--- config.mk ---
export PLATFORM = sky130hd
export DESIGN_NAME = bcd_entry_ctrl_flat
export DESIGN_NICKNAME = d
export VERILOG_FILES = /design/src/rtl/bcd_entry_if.sv /design/src/rtl/bcd_entry_ctrl.sv /design/src/flat_wrapper.sv
export SDC_FILE = /design/constraint.sdc
export NUM_CORES = 1
export LEC_CHECK = 0
export BUFFER_PORTS_ARGS = -buffer_cell sky130_fd_sc_hd__buf_2
export CORE_MARGIN = 5
export CORE_UTILIZATION = 30
export CTS_CLUSTER_SIZE = 14
export DETAILED_ROUTE_END_ITERATION = 8
export GPL_ROUTABILITY_DRIVEN = 0
export SLEW_MARGIN = 20
export SYNTH_ARGS = -nofsm -noshare
export SYNTH_HDL_FRONTEND = slang
export SYNTH_SLANG_ARGS = --single-unit
--- constraint.sdc ---
create_clock -name CLOCK_50 -period 2.15 [get_ports CLOCK_50]
set_input_delay 0.215 -clock CLOCK_50 [delete_from_list [all_inputs] [get_ports CLOCK_50]]
set_output_delay 0.215 -clock CLOCK_50 [all_outputs]
set_load 0.005 [all_outputs]
--- src/rtl/bcd_entry_if.sv ---
// Board-side bundle for the BCD entry controller: raw key/switch inputs
// towards the controller, committed/shadow values and display controls back.
interface bcd_entry_if;
  logic        enter_n;
  logic [3:0]  digit_in;
  logic [11:0] value_out;
  logic [11:0] shadow_out;
  logic        value_valid;
  logic        abort;
  logic        digit_err;
  logic [1:0]  input_state;
  logic        disp_mode;
  logic [3:0]  seg_en;

  // Controller side
  modport slave (
    input  enter_n, digit_in,
    output value_out, shadow_out, value_valid, abort, digit_err,
           input_state, disp_mode, seg_en
  );

  // Board / display side
  modport master (
    output enter_n, digit_in,
    input  value_out, shadow_out, value_valid, abort, digit_err,
           input_state, disp_mode, seg_en
  );
endinterface

--- src/rtl/bcd_entry_ctrl.sv ---
// Three-digit BCD entry sequencer: synchronizes and debounces the enter key,
// steps ones/tens/hundreds into a shadow register, commits to value_out,
// aborts on idle timeout and drives display mode / blinking digit enables.
module bcd_entry_ctrl #(
  parameter int DEBOUNCE_CYCLES = 500000,
  parameter int BLINK_HALF      = 12500000,
  parameter int TIMEOUT_CYCLES  = 500000000
) (
  input  logic       CLOCK_50,
  input  logic       RESET_N,
  bcd_entry_if.slave bus
);
  localparam int DW = $clog2(DEBOUNCE_CYCLES + 1);
  localparam int BW = $clog2(BLINK_HALF + 1);
  localparam int TW = $clog2(TIMEOUT_CYCLES + 1);

  typedef enum logic [1:0] {IDLE = 2'd0, D0 = 2'd1, D1 = 2'd2, D2 = 2'd3} state_e;

  logic          sync1_q, sync1_d, sync2_q, sync2_d;
  logic          deb_q, deb_d, enter_q, enter_d;
  logic [DW-1:0] deb_cnt_q, deb_cnt_d;
  state_e        state_q, state_d;
  logic [TW-1:0] to_cnt_q, to_cnt_d;
  logic [BW-1:0] blk_cnt_q, blk_cnt_d;
  logic          blink_q, blink_d;
  logic [11:0]   shadow_q, shadow_d, value_q, value_d;
  logic          valid_q, valid_d, abort_q, abort_d, err_q, err_d;
  logic          disp_q, disp_d;
  logic [3:0]    seg_q, seg_d;
  logic          digit_ok, to_hit;

  assign digit_ok = (bus.digit_in <= 4'd9);
  // Timeout only matters when no enter arrives the same cycle (enter wins)
  assign to_hit   = (state_q != IDLE) && (to_cnt_q == TW'(TIMEOUT_CYCLES - 1));

  // Key path: 2-flop synchronizer, debounce on level change, press = debounced fall
  always_comb begin
    sync1_d   = bus.enter_n;
    sync2_d   = sync1_q;
    deb_d     = deb_q;
    deb_cnt_d = '0;
    if (sync2_q != deb_q) begin
      if (deb_cnt_q == DW'(DEBOUNCE_CYCLES - 1)) deb_d = sync2_q;
      else                                       deb_cnt_d = deb_cnt_q + 1'b1;
    end
    enter_d = deb_q & ~deb_d;
  end

  // Entry FSM next state
  always_comb begin
    state_d = state_q;
    case (state_q)
      IDLE: if (enter_q) state_d = D0;
      D0:   if (enter_q) begin if (digit_ok) state_d = D1; end
            else if (to_hit) state_d = IDLE;
      D1:   if (enter_q) begin if (digit_ok) state_d = D2; end
            else if (to_hit) state_d = IDLE;
      D2:   if (enter_q) begin if (digit_ok) state_d = IDLE; end
            else if (to_hit) state_d = IDLE;
      default: state_d = IDLE;
    endcase
  end

  // Datapath, pulses, timers and display controls (all registered)
  always_comb begin
    shadow_d  = shadow_q;
    value_d   = value_q;
    valid_d   = 1'b0;
    abort_d   = 1'b0;
    err_d     = 1'b0;
    to_cnt_d  = (state_q == IDLE || enter_q || to_hit) ? '0 : to_cnt_q + 1'b1;
    blk_cnt_d = blk_cnt_q + 1'b1;
    blink_d   = blink_q;
    if (enter_q) begin
      if (state_q == IDLE) shadow_d = '0;
      else if (!digit_ok) err_d = 1'b1;
      else begin
        case (state_q)
          D0:      shadow_d[3:0]  = bus.digit_in;
          D1:      shadow_d[7:4]  = bus.digit_in;
          default: shadow_d[11:8] = bus.digit_in;
        endcase
        if (state_q == D2) begin
          value_d = {bus.digit_in, shadow_q[7:0]};
          valid_d = 1'b1;
        end
      end
    end else if (to_hit) begin
      abort_d  = 1'b1;
      shadow_d = '0;
    end
    // A newly active digit always starts lit
    if (state_d != state_q || state_q == IDLE) begin
      blk_cnt_d = '0;
      blink_d   = 1'b1;
    end else if (blk_cnt_q == BW'(BLINK_HALF - 1)) begin
      blk_cnt_d = '0;
      blink_d   = ~blink_q;
    end
    disp_d = (state_d != IDLE);
    case (state_d)
      IDLE:    seg_d = 4'b0111;
      D0:      seg_d = {3'b100, blink_d};
      D1:      seg_d = {2'b10, blink_d, 1'b1};
      default: seg_d = {1'b1, blink_d, 2'b11};
    endcase
  end

  // State and output registers
  always_ff @(posedge CLOCK_50 or negedge RESET_N) begin
    if (!RESET_N) begin
      sync1_q   <= 1'b1;
      sync2_q   <= 1'b1;
      deb_q     <= 1'b1;
      deb_cnt_q <= '0;
      enter_q   <= 1'b0;
      state_q   <= IDLE;
      to_cnt_q  <= '0;
      blk_cnt_q <= '0;
      blink_q   <= 1'b1;
      shadow_q  <= '0;
      value_q   <= '0;
      valid_q   <= 1'b0;
      abort_q   <= 1'b0;
      err_q     <= 1'b0;
      disp_q    <= 1'b0;
      seg_q     <= 4'b0111;
    end else begin
      sync1_q   <= sync1_d;
      sync2_q   <= sync2_d;
      deb_q     <= deb_d;
      deb_cnt_q <= deb_cnt_d;
      enter_q   <= enter_d;
      state_q   <= state_d;
      to_cnt_q  <= to_cnt_d;
      blk_cnt_q <= blk_cnt_d;
      blink_q   <= blink_d;
      shadow_q  <= shadow_d;
      value_q   <= value_d;
      valid_q   <= valid_d;
      abort_q   <= abort_d;
      err_q     <= err_d;
      disp_q    <= disp_d;
      seg_q     <= seg_d;
    end
  end

  assign bus.value_out   = value_q;
  assign bus.shadow_out  = shadow_q;
  assign bus.value_valid = valid_q;
  assign bus.abort       = abort_q;
  assign bus.digit_err   = err_q;
  assign bus.input_state = state_q;
  assign bus.disp_mode   = disp_q;
  assign bus.seg_en      = seg_q;
endmodule

--- src/flat_wrapper.sv ---
// flat-port wrapper written by rule: the top's interface ports become plain ports
module bcd_entry_ctrl_flat 
#(
  parameter int DEBOUNCE_CYCLES = 500000,
  parameter int BLINK_HALF      = 12500000,
  parameter int TIMEOUT_CYCLES  = 500000000
)
  (CLOCK_50, RESET_N, bus_enter_n, bus_digit_in, bus_value_out, bus_shadow_out, bus_value_valid, bus_abort, bus_digit_err, bus_input_state, bus_disp_mode, bus_seg_en);
  bcd_entry_if bus_i ();
  input  logic CLOCK_50;
  input  logic RESET_N;
  input wire logic [$bits(bus_i.enter_n)-1:0] bus_enter_n;
  input wire logic [$bits(bus_i.digit_in)-1:0] bus_digit_in;
  output wire logic [$bits(bus_i.value_out)-1:0] bus_value_out;
  output wire logic [$bits(bus_i.shadow_out)-1:0] bus_shadow_out;
  output wire logic [$bits(bus_i.value_valid)-1:0] bus_value_valid;
  output wire logic [$bits(bus_i.abort)-1:0] bus_abort;
  output wire logic [$bits(bus_i.digit_err)-1:0] bus_digit_err;
  output wire logic [$bits(bus_i.input_state)-1:0] bus_input_state;
  output wire logic [$bits(bus_i.disp_mode)-1:0] bus_disp_mode;
  output wire logic [$bits(bus_i.seg_en)-1:0] bus_seg_en;
  assign bus_i.enter_n = bus_enter_n;
  assign bus_i.digit_in = bus_digit_in;
  assign bus_value_out = bus_i.value_out;
  assign bus_shadow_out = bus_i.shadow_out;
  assign bus_value_valid = bus_i.value_valid;
  assign bus_abort = bus_i.abort;
  assign bus_digit_err = bus_i.digit_err;
  assign bus_input_state = bus_i.input_state;
  assign bus_disp_mode = bus_i.disp_mode;
  assign bus_seg_en = bus_i.seg_en;
  bcd_entry_ctrl #(.DEBOUNCE_CYCLES(DEBOUNCE_CYCLES), .BLINK_HALF(BLINK_HALF), .TIMEOUT_CYCLES(TIMEOUT_CYCLES)) u_core (.CLOCK_50(CLOCK_50), .RESET_N(RESET_N), .bus(bus_i));
endmodule
==> results of run 1 <==
[worst max-delay path by stage]
stage / end / from / cells after the start / slack (ns)
floorplan: u_core.blk_cnt_q[10] / u_core.bus.input_state[0] / 11 / -0.16
global placement: u_core.blk_cnt_q[21] / u_core.to_cnt_q[11] / 7 / 0.002
detailed placement: u_core.blk_cnt_q[23] / u_core.to_cnt_q[11] / 7 / -0.04
CTS: u_core.bus.shadow_out[11] / u_core.to_cnt_q[8] / 6 / -0.05
global route: u_core.bus.shadow_out[11] / u_core.bus.input_state[0] / 9 / -0.16
finish: u_core.bus.shadow_out[11] / u_core.bus.input_state[0] / 9 / -0.09
[cells in the mapped netlist (all sizes together) (2+ instances only)]
cell type / number / area, sq um
dfrtp: 104 / 2603
nor2: 74 / 305.3
xor2: 37 / 324.1
nand2: 31 / 116.4
mux2: 25 / 281.5
xnor2: 25 / 219.0
nand3: 23 / 115.1
nor3: 22 / 166.4
nand4: 20 / 131.4
inv: 13 / 48.80
and3: 11 / 68.82
o21ai: 11 / 58.81
and4: 10 / 90.09
a21oi: 8 / 40.04
ha: 8 / 100.1
or3: 8 / 50.05
buf: 7 / 48.79
dfstp: 7 / 183.9
nor4: 6 / 37.54
and2: 5 / 31.28
clkbuf: 5 / 28.77
nor4b: 5 / 50.04
nor2b: 4 / 25.02
or2: 4 / 25.02
nor4bb: 3 / 30.03
a211oi: 2 / 15.01
[registers in the layout, indices dropped and copies added (netlist names), 2 cells and up]
signal / cells
u_core.to_cnt_q: 29
u_core.blk_cnt_q: 24
u_core.deb_cnt_q: 19
u_core.bus.shadow_out: 12
u_core.bus.value_out: 12
u_core.bus.seg_en: 4
u_core.bus.input_state: 2
[where the power goes]
part	internal (uW)	switching, uW
Clock	1090	759
Combinational	23.2	60.0
Sequential	2090	6.32
Total	3210	826
[worst max-delay path, delay by kind of cell, from the launching register on]
family | cells | cell delay, ns
compound gates | 1 | 0.04
fa+ha+maj | 1 | 0.17
buf+inv | 2 | 0.22
flops | 1 | 0.39
mux | 1 | 0.35
simple gates | 4 | 0.95
[final cells by class]
type | instances | area [sq um] | area share
clock buffer | 12 | 256.5 | 0.03829
inverter | 13 | 51.30 | 0.007658
sequential | 111 | 2789 | 0.4163
tap | 225 | 281.5 | 0.04202
multi-input combinational | 354 | 2529 | 0.3775
clock inverter | 4 | 77.57 | 0.01158
timing repair buffer | 98 | 714.4 | 0.1066
[metal layers]
layer  vias to the layer above  wire [microns]
met5                         -               0
met4                         0             176
met3                        15             399
met2                        56            5956
met1                      1944            5336
li1                       1888               -
[metrics by stage]
stage / hold slack, ns / cells / TNS, ns
floorplan: -0.08059 / 491 / -2.920
global placement: 0.2522 / 794 / 0
detailed placement: 0.2522 / 794 / -0.5398
CTS: 0.1037 / 813 / -0.2775
global route: 0.1076 / 817 / -4.218
finish: 0.1160 / 817 / -1.856
[cells by family (layout without fill, tap and decap cells)]
group / Yosys count / count (layout) / synth area share
muxes: 26 / 26 / 0.05468
adders and majority gates: 8 / 8 / 0.01878
AOI/OAI and AO/OA: 27 / 27 / 0.03356
xor gates and xnor gates: 62 / 62 / 0.1019
and+or+nand+nor: 231 / 231 / 0.2424
DFF: 111 / 111 / 0.5226
buffers and inverters: 26 / 127 / 0.02605
[what timing repair did]
item                                   CTS  global route
gates resized for setup                  3            19
setup endpoints to repair               31            40
hold buffers                             2             0
pin swaps                                1             3
endpoints found under the hold margin   34             0
gates cloned                             0             2
setup buffers                            1             2
==> impl_metrics.tcl, run 1 <==
set metrics [dict create \
    outcome "finished, violations left" \
    violations "setup timing" \
    initialDrtViolationCount 116 \
    cts_tree "done" \
    cts-root-buf "clkbuf_16" \
    die_w_microns 143.3 \
    finClkSkew_ns 0.01206 \
    path_cells "inv_4 -> ha_4 -> nor4bb_1 -> nand4_1 -> nor3_4 -> buf_4 -> a21oi_2 -> nor2_4 -> mux2_2" \
    finalHoldViolCount 0 \
    synthCells 491 \
    wl_per_cell_microns 14.53 \
    final_max_slew_viol_count 0 \
    fin_crit_ns 2.239 \
    ys_types 51 \
    hold_depth 2 \
    rsz0062_at_grt "true" \
    drtPass1Iterations 4 \
    drc_errors 0 \
    startpoint_type "flip-flop" \
    clock_path_buffers 2 \
    worstPathRequired_ns 2.39 \
    powerDensity_nw_per_um2 602.2 \
    met1_usage 0.1460 \
    p_leak_uw 0.003043 \
    setup_slack_ns -0.08935 \
    min_from "bus_digit_in[0]" \
    final_common_cell "dfrtp_1" \
    synth_edf_count 0 \
    critPathCaptureType "flip-flop" \
    grt_pass1_vias 4018 \
    r2r_slack_ns -0.09 \
    antennaDiodeCount 0 \
    maxSlewHeadroom 0.6086 \
    rows 48 \
    antenna_found_initial 0 \
    use_met3 0.03028 \
    tightest_slew_ns 0.5870 \
    grt_max_degree 43 \
    fin_crit_sh 1.042 \
    nets 602 \
    final_cell_mix "dfrtp_1, nor2_1, buf_4" \
    grt_pass1_wl_microns 19680 \
    final_area_sq_um 6699 \
    power_uw 4034 \
    async_flop_share 1.000 \
    utilization 0.3860 \
    die_height_microns 143.3 \
    grt_util_all_layers 0.1182 \
    busiest_layer "met2" \
    clock_latency_ns 0.36 \
    routed_wl_microns 11870 \
    rr_worst_depth 9 \
    place_area_sq_um 6192 \
    core_area_sq_um 17360 \
    ir_drop_mv 0.4279 \
    cts_made_buffers 9 \
    drtAntennaViolNets 0 \
    fp.dieArea_sq_um 20540 \
    n_fill_cell 1666 \
    io_buffers 40 \
    clkTransAtPathRegs_ns 0.07 \
    crit_path_max_incr_delay_ns 0.39 \
    synth_ff_type "dfrtp_1" \
    ios 41 \
    grt_use_met2 0.2005 \
    cts.sinks 111 \
    whs_endpoint "u_core.bus.value_out[8]" \
    dp_hpwl_microns 8334 \
    maxCapViolations 0 \
    max_freq_ghz 0.4466 \
    timing.rr.end "u_core.bus.shadow_out[11]" \
    initial_utilization 0.3072 \
    crit_arrival_ns 2.48 \
    path_max_fanout 5 \
    netlist_area_sq_um 5331 \
    vias 3903 \
    ys_seq_area_frac 0.5226 \
    critPathSlowestCell "dfrtp_2" \
    hold_class "in2reg" \
    synth-warning-count 0 \
    dp_slack_ns -0.04272 \
    setup_viol 36 \
    ys_seq_elements 111 \
    syn_nets 506 \
    rr_startpoint "u_core.bus.input_state[0]" \
    worstSetupPathType "reg2reg" \
    grt_remaining_overflow 0 \
    avgViaCountPerCell 4.777 \
    area.growth.synth_to_final_pct 25.65 \
    drive_above_1_share 0.3294 \
    syn_area_per_cell_sq_um 10.86 \
    cts_max_level 3 \
]
No activity file was read; power rests on OpenSTA's default activity.
==> inputs of run 2 (changes only) <==
--- a/config.mk
+++ b/config.mk
@@ -11,6 +11,7 @@
 export CTS_CLUSTER_SIZE = 14
 export DETAILED_ROUTE_END_ITERATION = 8
 export GPL_ROUTABILITY_DRIVEN = 0
+export RECOVER_POWER = 100
 export SLEW_MARGIN = 20
 export SYNTH_ARGS = -nofsm -noshare
 export SYNTH_HDL_FRONTEND = slang
==> constraint.sdc (replaced) <==
create_clock -name CLOCK_50 -period 2.5 [get_ports CLOCK_50]
set_input_delay 0.25 -clock CLOCK_50 [delete_from_list [all_inputs] [get_ports CLOCK_50]]
set_output_delay 0.25 -clock CLOCK_50 [all_outputs]
set_load 0.005 [all_outputs]
==> run 2 against run 1 <==
Sequential power decreased by 14%. Combinational power shrank 25%. Maximum frequency decreased by 4.5%. Via count decreased by 4.6%. Clock power down 26%. Sequential share of layout area up 4.2 points. Worst hold slack improved by 0.054 ns. Non-clock buffer count fell by 39. Power fell by 20%. Sequential cell count unchanged. The flow now finishes without violations.
==> impl_metrics.tcl, run 2 (synthesized netlist as in run 1, its figures left out) <==
set metrics [dict create \
    hold_class "in2reg" \
    largest_register_ffs 29 \
    cp_top_family "simple AND/OR/NAND/NOR gates" \
    grt_pass1_vias 3859 \
    p_leak_uw 0.002741 \
    grt_max_degree 49 \
    initial_utilization 0.3072 \
    ir_drop_mv 0.3211 \
    crit_arrival_ns 2.58 \
    timing.rr.end "u_core.bus.shadow_out[10]" \
    clkTransAtPathRegs_ns 0.07 \
    drc_errors 0 \
    fin_crit_ns 2.344 \
    critPathSlowestCell "or4_4" \
    final_common_cell "dfrtp_1" \
    die_w_microns 143.3 \
    finClkSkew_ns 0.007230 \
    clock_latency_ns 0.35 \
    rr_startpoint "u_core.to_cnt_q[0]" \
    drtPass1Iterations 4 \
    avgViaCountPerCell 4.788 \
    setup_tns_ns 0 \
    whs_endpoint "u_core.bus.value_out[11]" \
    r2r_slack_ns 0.16 \
    drive_above_1_share 0.1754 \
    outcome "completed" \
    core_area_sq_um 17360 \
    vias 3725 \
    wl_per_cell_microns 14.16 \
    hold_depth 2 \
    max_freq_ghz 0.4266 \
    grt_remaining_overflow 0 \
    largestRegisters "u_core.to_cnt_q x29, u_core.blk_cnt_q x24, u_core.deb_cnt_q x19" \
    critPathCaptureType "flip-flop" \
    nets 563 \
    fin_crit_sh 0.9376 \
    cts.sinks 111 \
    final_cell_mix "dfrtp_1, nor2_1, xor2_1" \
    worstPathRequired_ns 2.73 \
    area.growth.synth_to_final_pct 14.03 \
    finalHoldViolCount 0 \
    final_max_slew_viol_count 0 \
    drtAntennaViolNets 0 \
    maxCapViolations 0 \
    worstSetupPathType "reg2reg" \
    powerDensity_nw_per_um2 532.6 \
    crit_path_max_incr_delay_ns 0.59 \
    grt_pass1_wl_microns 18600 \
    cts_max_level 3 \
    cts_made_buffers 9 \
    cts-root-buf "clkbuf_16" \
    rr_worst_depth 8 \
    cts_tree "done" \
    fp.dieArea_sq_um 20540 \
    setup_viol 0 \
    dp_hpwl_microns 8000 \
    path_cells "ha_1 -> nand3_1 -> or4_4 -> nor3_4 -> a21oi_1 -> nor2_1 -> clkbuf_2 -> mux2_2" \
    antenna_found_initial 0 \
    rsz0062_at_grt "false" \
    setup.worst_path.start "u_core.to_cnt_q[0]" \
    routed_wl_microns 11010 \
    power_uw 3238 \
    initialDrtViolationCount 258 \
    clock_path_buffers 2 \
    ios 41 \
    path_max_fanout 5 \
    die_height_microns 143.3 \
    rows 48 \
    min_from "bus_digit_in[3]" \
    regMostFlops "u_core.to_cnt_q" \
    crit_buf_inv 1 \
    tightest_slew_ns 1.140 \
    n_fill_cell 1740 \
    startpoint_type "flip-flop" \
    io_buffers 40 \
    antennaDiodeCount 0 \
    grt_util_all_layers 0.1113 \
    maxSlewHeadroom 0.2398 \
]
run 2: cell type report:
| class | instances | area, sq um | area share |
|---|---|---|---|
| multi-input combinational | 354 | 2354 | 0.3871 |
| sequential | 111 | 2786 | 0.4583 |
| clock inverter | 6 | 45.04 | 0.007409 |
| tap | 225 | 281.5 | 0.04631 |
| clock buffer | 10 | 239.0 | 0.03931 |
| timing repair buffer | 59 | 325.3 | 0.05351 |
| inverter | 13 | 48.80 | 0.008026 |
run 2: worst register-to-register path, stage by stage, from the launching register on:
cell      delay, ns
dfrtp_1        0.39
ha_1           0.21
nand3_1        0.14
or4_4          0.59
nor3_4         0.23
a21oi_1        0.08
nor2_1         0.09
clkbuf_2       0.16
mux2_2         0.34
run 2: repair_timing:
item                                   in CTS  in global routing
setup endpoints to repair                   0                  2
hold buffers                                2                  0
resized for setup                           0                  1
endpoints found under the hold margin      37                  0
setup buffers                               0                  0
run 2: power by group:
group / switching, uW / internal [uW] / total [uW]
Combinational: 48.7 / 13.4 / 62.1
Sequential: 5.24 / 1800 / 1810
Clock: 660 / 709 / 1370
Total: 714 / 2520 / 3240
run 2: stage by stage:
step | hold slack (ns) | area, sq um | util | instances | setup slack, ns
floorplan | -0.04559 | 5331 | - | 491 | 0.09851
global placement | 0.2851 | 5896 | 0.3397 | 760 | 0.2189
detailed placement | 0.3007 | 5896 | 0.3397 | 760 | 0.1620
CTS | 0.1526 | 6200 | 0.3572 | 778 | 0.1491
global route | 0.1695 | 6080 | 0.3503 | 778 | 0.008852
finish | 0.1697 | 6080 | 0.3503 | 778 | 0.1560
run 2: metal layers:
layer  wire, microns  track usage  vias to the layer above
met3             358      0.02795                       11
met4             134      0.03717                        0
met1            4962       0.1347                     1848
met2            5557       0.1944                       42
li1                -            -                     1824
met5               0            0                        -
run 2: how the worst max path moves through the flow:
stage,endpoint,slack (ns),depth (start not counted)
finish,u_core.bus.shadow_out[10],0.16,8
global placement,u_core.blk_cnt_q[3],0.22,8
floorplan,u_core.blk_cnt_q[10],0.1,11
global route,u_core.bus.shadow_out[8],0.009,8
detailed placement,u_core.blk_cnt_q[3],0.16,8
CTS,u_core.blk_cnt_q[3],0.15,8
